[config.mk]
export PLATFORM = sky130hd
export DESIGN_NAME = byte_serial_adder
export DESIGN_NICKNAME = d
export VERILOG_FILES = /design/src/rtl/byte_serial_adder_pkg.sv /design/src/rtl/ripple_carry_adder.sv /design/src/rtl/byte_serial_adder.sv
export SDC_FILE = /design/constraint.sdc
export NUM_CORES = 1
export LEC_CHECK = 0
export ABC_AREA = 0
export CELL_PAD_IN_SITES_DETAIL_PLACEMENT = 1
export CELL_PAD_IN_SITES_GLOBAL_PLACEMENT = 2
export CORE_MARGIN = 2
export CORE_UTILIZATION = 37
export DETAILED_ROUTE_END_ITERATION = 12
export PLACE_DENSITY = 0.87
export SYNTH_ARGS = -nofsm -noshare
export SYNTH_HDL_FRONTEND = slang
export SYNTH_SLANG_ARGS = --single-unit
[constraint.sdc]
create_clock -name clk -period 6.5 [get_ports clk]
set_input_delay 0.65 -clock clk [delete_from_list [all_inputs] [get_ports clk]]
set_output_delay 0.65 -clock clk [all_outputs]
set_load 0.01 [all_outputs]
[src/rtl/byte_serial_adder_pkg.sv]
// Shared constants for the byte-serial adder: state encoding and byte width.
package byte_serial_adder_pkg;

   localparam int unsigned BYTE_W = 8;

   typedef enum logic [1:0] {
      IDLE = 2'd0,
      RUN  = 2'd1,
      DONE = 2'd2
   } state_e;

endpackage

[src/rtl/ripple_carry_adder.sv]
// Plain ripple-carry adder; one full-adder cell per bit.
module ripple_carry_adder #(
   parameter int unsigned WIDTH = 8
) (
   input  logic [WIDTH-1:0] i_a,
   input  logic [WIDTH-1:0] i_b,
   input  logic             i_cin,
   output logic [WIDTH-1:0] o_sum,
   output logic             o_cout
);

   logic w_c;

   always_comb begin
      w_c   = i_cin;
      o_sum = '0;
      for (int i = 0; i < int'(WIDTH); i++) begin
         o_sum[i] = i_a[i] ^ i_b[i] ^ w_c;
         w_c      = (i_a[i] & i_b[i]) | (w_c & (i_a[i] ^ i_b[i]));
      end
      o_cout = w_c;
   end

endmodule

[src/rtl/byte_serial_adder.sv]
// Wide adder that streams operands through one 8-bit ripple adder, LSB byte first,
// with valid/ready handshakes on both sides.
module byte_serial_adder
   import byte_serial_adder_pkg::*;
#(
   parameter int unsigned NBYTES = 4
) (
   input  logic                     clk,
   input  logic                     rst_n,
   input  logic                     in_valid,
   output logic                     in_ready,
   input  logic [BYTE_W*NBYTES-1:0] in_a,
   input  logic [BYTE_W*NBYTES-1:0] in_b,
   input  logic                     in_cin,
   output logic                     out_valid,
   input  logic                     out_ready,
   output logic [BYTE_W*NBYTES-1:0] out_sum,
   output logic                     out_cout,
   output logic                     out_ovf,
   output logic                     busy
);

   localparam int unsigned W     = BYTE_W * NBYTES;
   localparam int unsigned CNT_W = $clog2(NBYTES) + 1;

   state_e             r_state;
   state_e             w_state_next;
   logic [W-1:0]       r_a_sh;
   logic [W-1:0]       r_b_sh;
   logic [W-1:0]       r_res;
   logic               r_carry;
   logic [CNT_W-1:0]   r_cnt;
   logic [W-1:0]       r_sum;
   logic               r_cout;
   logic               r_ovf;

   logic [BYTE_W-1:0]  w_add_sum;
   logic               w_add_cout;
   logic [W-1:0]       w_res_next;
   logic               w_last;

   ripple_carry_adder #(
      .WIDTH (BYTE_W)
   ) u_rca (
      .i_a    (r_a_sh[BYTE_W-1:0]),
      .i_b    (r_b_sh[BYTE_W-1:0]),
      .i_cin  (r_carry),
      .o_sum  (w_add_sum),
      .o_cout (w_add_cout)
   );

   // New sum byte enters at the top so the LSB byte ends up at the bottom.
   generate
      if (NBYTES == 1) begin : g_res_single
         assign w_res_next = w_add_sum;
      end else begin : g_res_multi
         assign w_res_next = {w_add_sum, r_res[W-1:BYTE_W]};
      end
   endgenerate

   assign w_last = (r_cnt == CNT_W'(NBYTES - 1));

   always_ff @(posedge clk or negedge rst_n) begin
      if (!rst_n) begin
         r_state <= IDLE;
      end else begin
         r_state <= w_state_next;
      end
   end

   always_comb begin
      w_state_next = r_state;
      in_ready     = 1'b0;
      out_valid    = 1'b0;
      busy         = 1'b0;
      case (r_state)
         IDLE: begin
            in_ready = 1'b1;
            if (in_valid) w_state_next = RUN;
         end
         RUN: begin
            busy = 1'b1;
            if (w_last) w_state_next = DONE;
         end
         DONE: begin
            busy      = 1'b1;
            out_valid = 1'b1;
            if (out_ready) w_state_next = IDLE;
         end
         default: w_state_next = IDLE;
      endcase
   end

   always_ff @(posedge clk or negedge rst_n) begin
      if (!rst_n) begin
         r_a_sh  <= '0;
         r_b_sh  <= '0;
         r_res   <= '0;
         r_carry <= 1'b0;
         r_cnt   <= '0;
         r_sum   <= '0;
         r_cout  <= 1'b0;
         r_ovf   <= 1'b0;
      end else begin
         case (r_state)
            IDLE: begin
               if (in_valid) begin
                  r_a_sh  <= in_a;
                  r_b_sh  <= in_b;
                  r_carry <= in_cin;
                  r_cnt   <= '0;
               end
            end
            RUN: begin
               r_a_sh  <= r_a_sh >> BYTE_W;
               r_b_sh  <= r_b_sh >> BYTE_W;
               r_res   <= w_res_next;
               r_carry <= w_add_cout;
               r_cnt   <= r_cnt + CNT_W'(1);
               // Outputs only change here, so they hold through DONE and after retire.
               if (w_last) begin
                  r_sum  <= w_res_next;
                  r_cout <= w_add_cout;
                  r_ovf  <= (r_a_sh[BYTE_W-1] == r_b_sh[BYTE_W-1]) &&
                            (w_add_sum[BYTE_W-1] != r_a_sh[BYTE_W-1]);
               end
            end
            default: ;
         endcase
      end
   end

   assign out_sum  = r_sum;
   assign out_cout = r_cout;
   assign out_ovf  = r_ovf;

endmodule

# Yosys cells after proc, flatten, opt, wreduce, memory -nomap -nowiden

Index checks and enable logic that the tools add are counted.

Output and inout port bits: 37
Bits in registers: 136

Bitwise operators: 40
Add/subtract/negate cells: 1
Equal/unequal tests: 8
Reduce and logical (&&, ||, !) cells: 7
Muxes and demuxes: 15

Operators by type and width:

| operator            | count |
|---|---|
| $pmux 32 s2         | 2 |
| $mux 32             | 2 |
| $and 1x1->1         | 16 |
| $xor 1x1->1         | 16 |
| $or 1x1->1          | 8 |
| $mux 2              | 3 |
| $ne 2x2->1 const B  | 3 |
| $pmux 2 s3          | 1 |
| $pmux 3 s2          | 1 |
| $mux 1              | 4 |
| $reduce_and 2->1    | 2 |
| $add 3x1->3 const B | 1 |
| $eq 3x2->1 const B  | 1 |
| $mux 3              | 1 |
| $reduce_and 3->1    | 1 |
| $eq 2x1->1 const B  | 1 |
| $eq 2x2->1 const B  | 1 |
| $logic_not 2->1     | 1 |
| $pmux 1 s2          | 1 |
| $reduce_bool 2->1   | 1 |
| $reduce_or 2->1     | 1 |
| $eq 1x1->1          | 1 |
| $logic_and 1x1->1   | 1 |
| $ne 1x1->1          | 1 |

# Depth between registers and ports, before layout

Depth after elaboration: 18
Depth in mapped cells: 14

# Hierarchy

From an unflattened synthesis, not the netlist that was laid out.

Cell total of the unflattened synthesis: 421
Area total of the unflattened synthesis: 5489.0 um^2

Modules (own cells, without submodules):

| module             | times used | sequential area each (um^2) | cells each | area an instance (um^2) |
|---|---|---|---|---|
| byte_serial_adder  | 1          | 3203.1                      | 403        | 5291.3 |
| ripple_carry_adder | 1          | 0.0                         | 18         | 197.7 |

# Worst setup path before layout

Ideal clock, no wire load.

Path type: register to register
Start point: register r_a_sh[0]
End point: register r_ovf (netlist: out_ovf)
Path slack: 2.681 ns
Path buffers: 0
Required time: 6.405 ns
Arrival: 3.724 ns
Stages on the path, launching flop included: 14
Library setup time: 0.095 ns
Path through: dfrtp_1 fa_1 inv_1 fa_1 inv_1 fa_1 fa_1 fa_1 fa_1 fa_1 inv_1 fa_1 xor2_1 o31ai_1

Word-level cells in the longest chain between the ends: 18

Ends and longest elaborated chain:

| item                   | RTL line                 | RTL |
|---|---|---|
| from (decl)            | byte_serial_adder.sv:28  | `logic [W-1:0] r_a_sh;` |
| from (signal assigned) | byte_serial_adder.sv:108 | `r_a_sh <= in_a;` |
| from (signal assigned) | byte_serial_adder.sv:115 | `r_a_sh <= r_a_sh >> BYTE_W;` |
| $xor 1x1->1            | ripple_carry_adder.sv:19 | `w_c = (i_a[i] & i_b[i]) \| (w_c & (i_a[i] ^ i_b[i]));` |
| $and 1x1->1            | ripple_carry_adder.sv:19 |  |
| $or 1x1->1 *           | ripple_carry_adder.sv:19 |  |
| $and 1x1->1 *          | ripple_carry_adder.sv:19 |  |
| $or 1x1->1 *           | ripple_carry_adder.sv:19 |  |
| $and 1x1->1 *          | ripple_carry_adder.sv:19 |  |
| $or 1x1->1 *           | ripple_carry_adder.sv:19 |  |
| $and 1x1->1 *          | ripple_carry_adder.sv:19 |  |
| (+2 left out)          | n/a                      |  |
| $or 1x1->1 *           | ripple_carry_adder.sv:19 |  |
| $and 1x1->1 *          | ripple_carry_adder.sv:19 |  |
| $or 1x1->1 *           | ripple_carry_adder.sv:19 |  |
| $and 1x1->1 *          | ripple_carry_adder.sv:19 |  |
| $or 1x1->1 *           | ripple_carry_adder.sv:19 |  |
| $xor 1x1->1 *          | ripple_carry_adder.sv:18 | `o_sum[i] = i_a[i] ^ i_b[i] ^ w_c;` |
| $ne 1x1->1 *           | byte_serial_adder.sv:125 | `(w_add_sum[BYTE_W-1] != r_a_sh[BYTE_W-1]);` |
| $logic_and 1x1->1 *    | byte_serial_adder.sv:124 | `r_ovf <= (r_a_sh[BYTE_W-1] == r_b_sh[BYTE_W-1]) &&` |
| to (signal assigned)   | byte_serial_adder.sv:124 |  |
| to (decl)              | byte_serial_adder.sv:35  | `logic r_ovf;` |

Mark *: on every way between the ends. The rest lies on a longest branch, timed or not.
A chain may end at the register's enable or synchronous reset.

# Worst setup path in the final report

Same ends and word-level chain as after synthesis.

==> out/qor.csv <==
metric,value,unit
cap_violations,0,
overflow,0,
met3_usage,5.95,%
grt_pass1_wl,20000,um
synth_top_area_share,58.4,%
dp_hpwl,8050,um
final_hold_viol_count,0,
nFillCells,1537,
synth_cell_types,24,
r2r-start,r_a_sh[0]$_DFFE_PN0P_,
rsz0062_at_grt,false,
portBuffers,105,
cp.required,6810,ps
syn-cell-area,0.00549,sq mm
avgSynthCellArea,12.8,sq um
fmax,240,MHz
drt_iter0_drc,138,
report.final.slew_viol_count,0,
nets,612,
yosys-top-cells-count,"128 x dfrtp_1, 60 x nand2_1, 51 x mux2_2, 51 x mux2i_1, 30 x o21ai_1",
area_growth,32.5,%
seq_power_share,36.8,%
vias_per_cell,4.81,
cts_resized,0,
holdWs,190,ps
cts_max_path_buffers,2,
rr_worst_depth,13,
worstPathMaxFanout,3,
synth_fp_nets,510,
netlist_instances,427,
vias,3494,
n_antenna_cell,0,
gp_congestion,0.717,
die_area,0.0158,sq mm
grt-busiest-layer,met2,
drive_gt1_share,16.6,%
p_int,2.58,mW
totalWireLength,12000,um
synth_seq_cells,128,
cts_made_buffers,17,
switching_share,32.9,%
dieWidth,126,um
grt_max_degree,118,
cts_tree,yes,
pin_count,106,
fin_skew,6.45,ps
rows,44,
peakVddDrop,0.000228,V
grt_pass1_vias,3880,
wl_per_cell,16.5,um
power_density,530,mW/mm^2
critPathLaunch,r_a_sh[0]$_DFFE_PN0P_,
yosysTopAreaCell,dfrtp_1,
combPwrFrac,36.9,%
post-route-period-util,64.2,%
antenna_found_initial,0,
ys.flop_type,dfrtp_1,
async_flop_share,100,%
start_util,37.7,%
place_ws,2330,ps
htree_levels,4,
clock-root-buffer,clkbuf_16,
grt_use_met2,26.5,%
worst_setup_path_end_kind,flop,
core-area,0.0145,sq mm
placement.cell_area,0.00664,sq mm
min_period,4170,ps
fin_ws,2330,ps
path_class,reg -> reg,
synth_edf_count,0,
yosysSeqAreaShare,58.4,%
fin_area,0.00727,sq mm
drc,0,
p_leak,3.23,nW
cts_setup_buffers,0,
yosys_warnings,0,
setup_viol,0,
numClockSinks,128,
ant_nets,0,
synth.most_common_cell,dfrtp_1,
die_h,126,um
use_met1,19.8,%
track_usage,16.2,%
synth.area.top_cells,"dfrtp_1 58%, mux2_2 10%, mux2i_1 9.3%",
clock_latency,410,ps
startpoint_type,flop,
cp.arrival,4490,ps
p_switching,1.27,mW
slew_headroom,28.5,%
p_clk_share,26.3,%
clkTransAtPathRegs,60,ps
firstDrtPassIters,4,
hp-class,in -> async,
tightest_slew,1070,ps
utilization,50.0,%
post_cts_hold_buffer_count,0,
tns,0,ps
status,completed,
registers in the layout (all words and copies together) (netlist names):
| signal | flops |
|---|---|
| r_res | 24 |
| r_carry | 1 |
| r_b_sh | 32 |
| r_cnt | 3 |
| r_state | 2 |
| r_a_sh | 32 |
| out_sum | 32 |
| out_cout | 1 |
| out_ovf | 1 |
layer usage:
| metal | vias to the layer above | share of wire (%) |
|---|---|---|
| met5 | - | 0 |
| met4 | 0 | 1.4 |
| met3 | 15 | 6.6 |
| met2 | 99 | 49 |
| met1 | 1703 | 43 |
| li1 | 1677 | - |
power by group through the flow:
stage	Combinational, mW	Clock, mW	Sequential [mW]
floorplan	0.968	0	1.40
global placement	1.37	0	1.41
detailed placement	1.44	0	1.43
CTS	1.45	1.04	1.43
global route	1.60	1.07	1.47
finish	1.42	1.01	1.42
through the flow:
step | std cells | power, mW
floorplan | 427 | 2.37
global placement | 694 | 2.78
detailed placement | 694 | 2.87
CTS | 726 | 3.92
global route | 726 | 4.14
finish | 726 | 3.85
cells in the final DEF (no fill, tap or decap):
cell type        instances
bufinv_16                4
a22o_1                  16
mux2i_4                  1
nor2_2                   1
inv_1                   14
xor2_1                   1
ha_4                     1
nand3_1                  1
clkinvlp_4               2
o31ai_1                  1
nand2b_1                 3
a31oi_1                  2
a32o_1                   1
clkbuf_8                 3
clkbuf_1                 1
fa_1                     8
clkdlybuf4s50_1        104
mux2i_1                 51
o21ai_1                 30
o21ai_0                 26
clkbuf_16               17
ha_1                     5
buf_6                    1
clkinv_2                 5
buf_4                    4
nand2_1                 60
dfrtp_1                128
mux2_2                  51
critical path, cell delays in order, from the launching register on:
cell	delay (ps)
dfrtp_1	400
fa_1	420
inv_1	90
fa_1	170
inv_1	50
fa_1	390
fa_1	430
fa_1	430
fa_1	410
fa_1	380
inv_1	80
fa_1	460
xor2_1	160
o31ai_1	200
logic make-up (layout without fill, tap and decap cells):
family	after synthesis	after routing	synth area share, %
flip-flops	128	128	58.4
buffers and inverters	40	155	4.11
multiplexers	103	103	20.2
AO/OA/AOI/OAI	76	76	8.21
adder cells (fa/ha/maj)	14	14	4.29
AND/OR/NAND/NOR	65	65	4.65
XOR/XNOR	1	1	0.160
final cells by class:
cell class	instances	area, sq um	share of cell area (%)
Timing Repair Buffer	109	1080	14.9
Multi-Input combinational cell	259	2070	28.5
Sequential cell	128	3200	44.1
Inverter	14	52.6	0.723
Clock buffer	21	470	6.47
Clock inverter	11	160	2.20
Tap cell	184	230	3.17
worst paths after layout:
path,endpoint,slack [ps]
setup / recovery,out_ovf$_DFFE_PN0P_,2330
hold / removal,out_sum[11]$_DFFE_PN0P_,190
setup reg to reg,out_ovf$_DFFE_PN0P_,2330
hold reg to reg,r_a_sh[18]$_DFFE_PN0P_,480
max in group asynchronous,r_carry$_DFFE_PN0P_,5000
min in group clk,r_a_sh[18]$_DFFE_PN0P_,480
No activity file was read; power rests on OpenSTA's default activity.
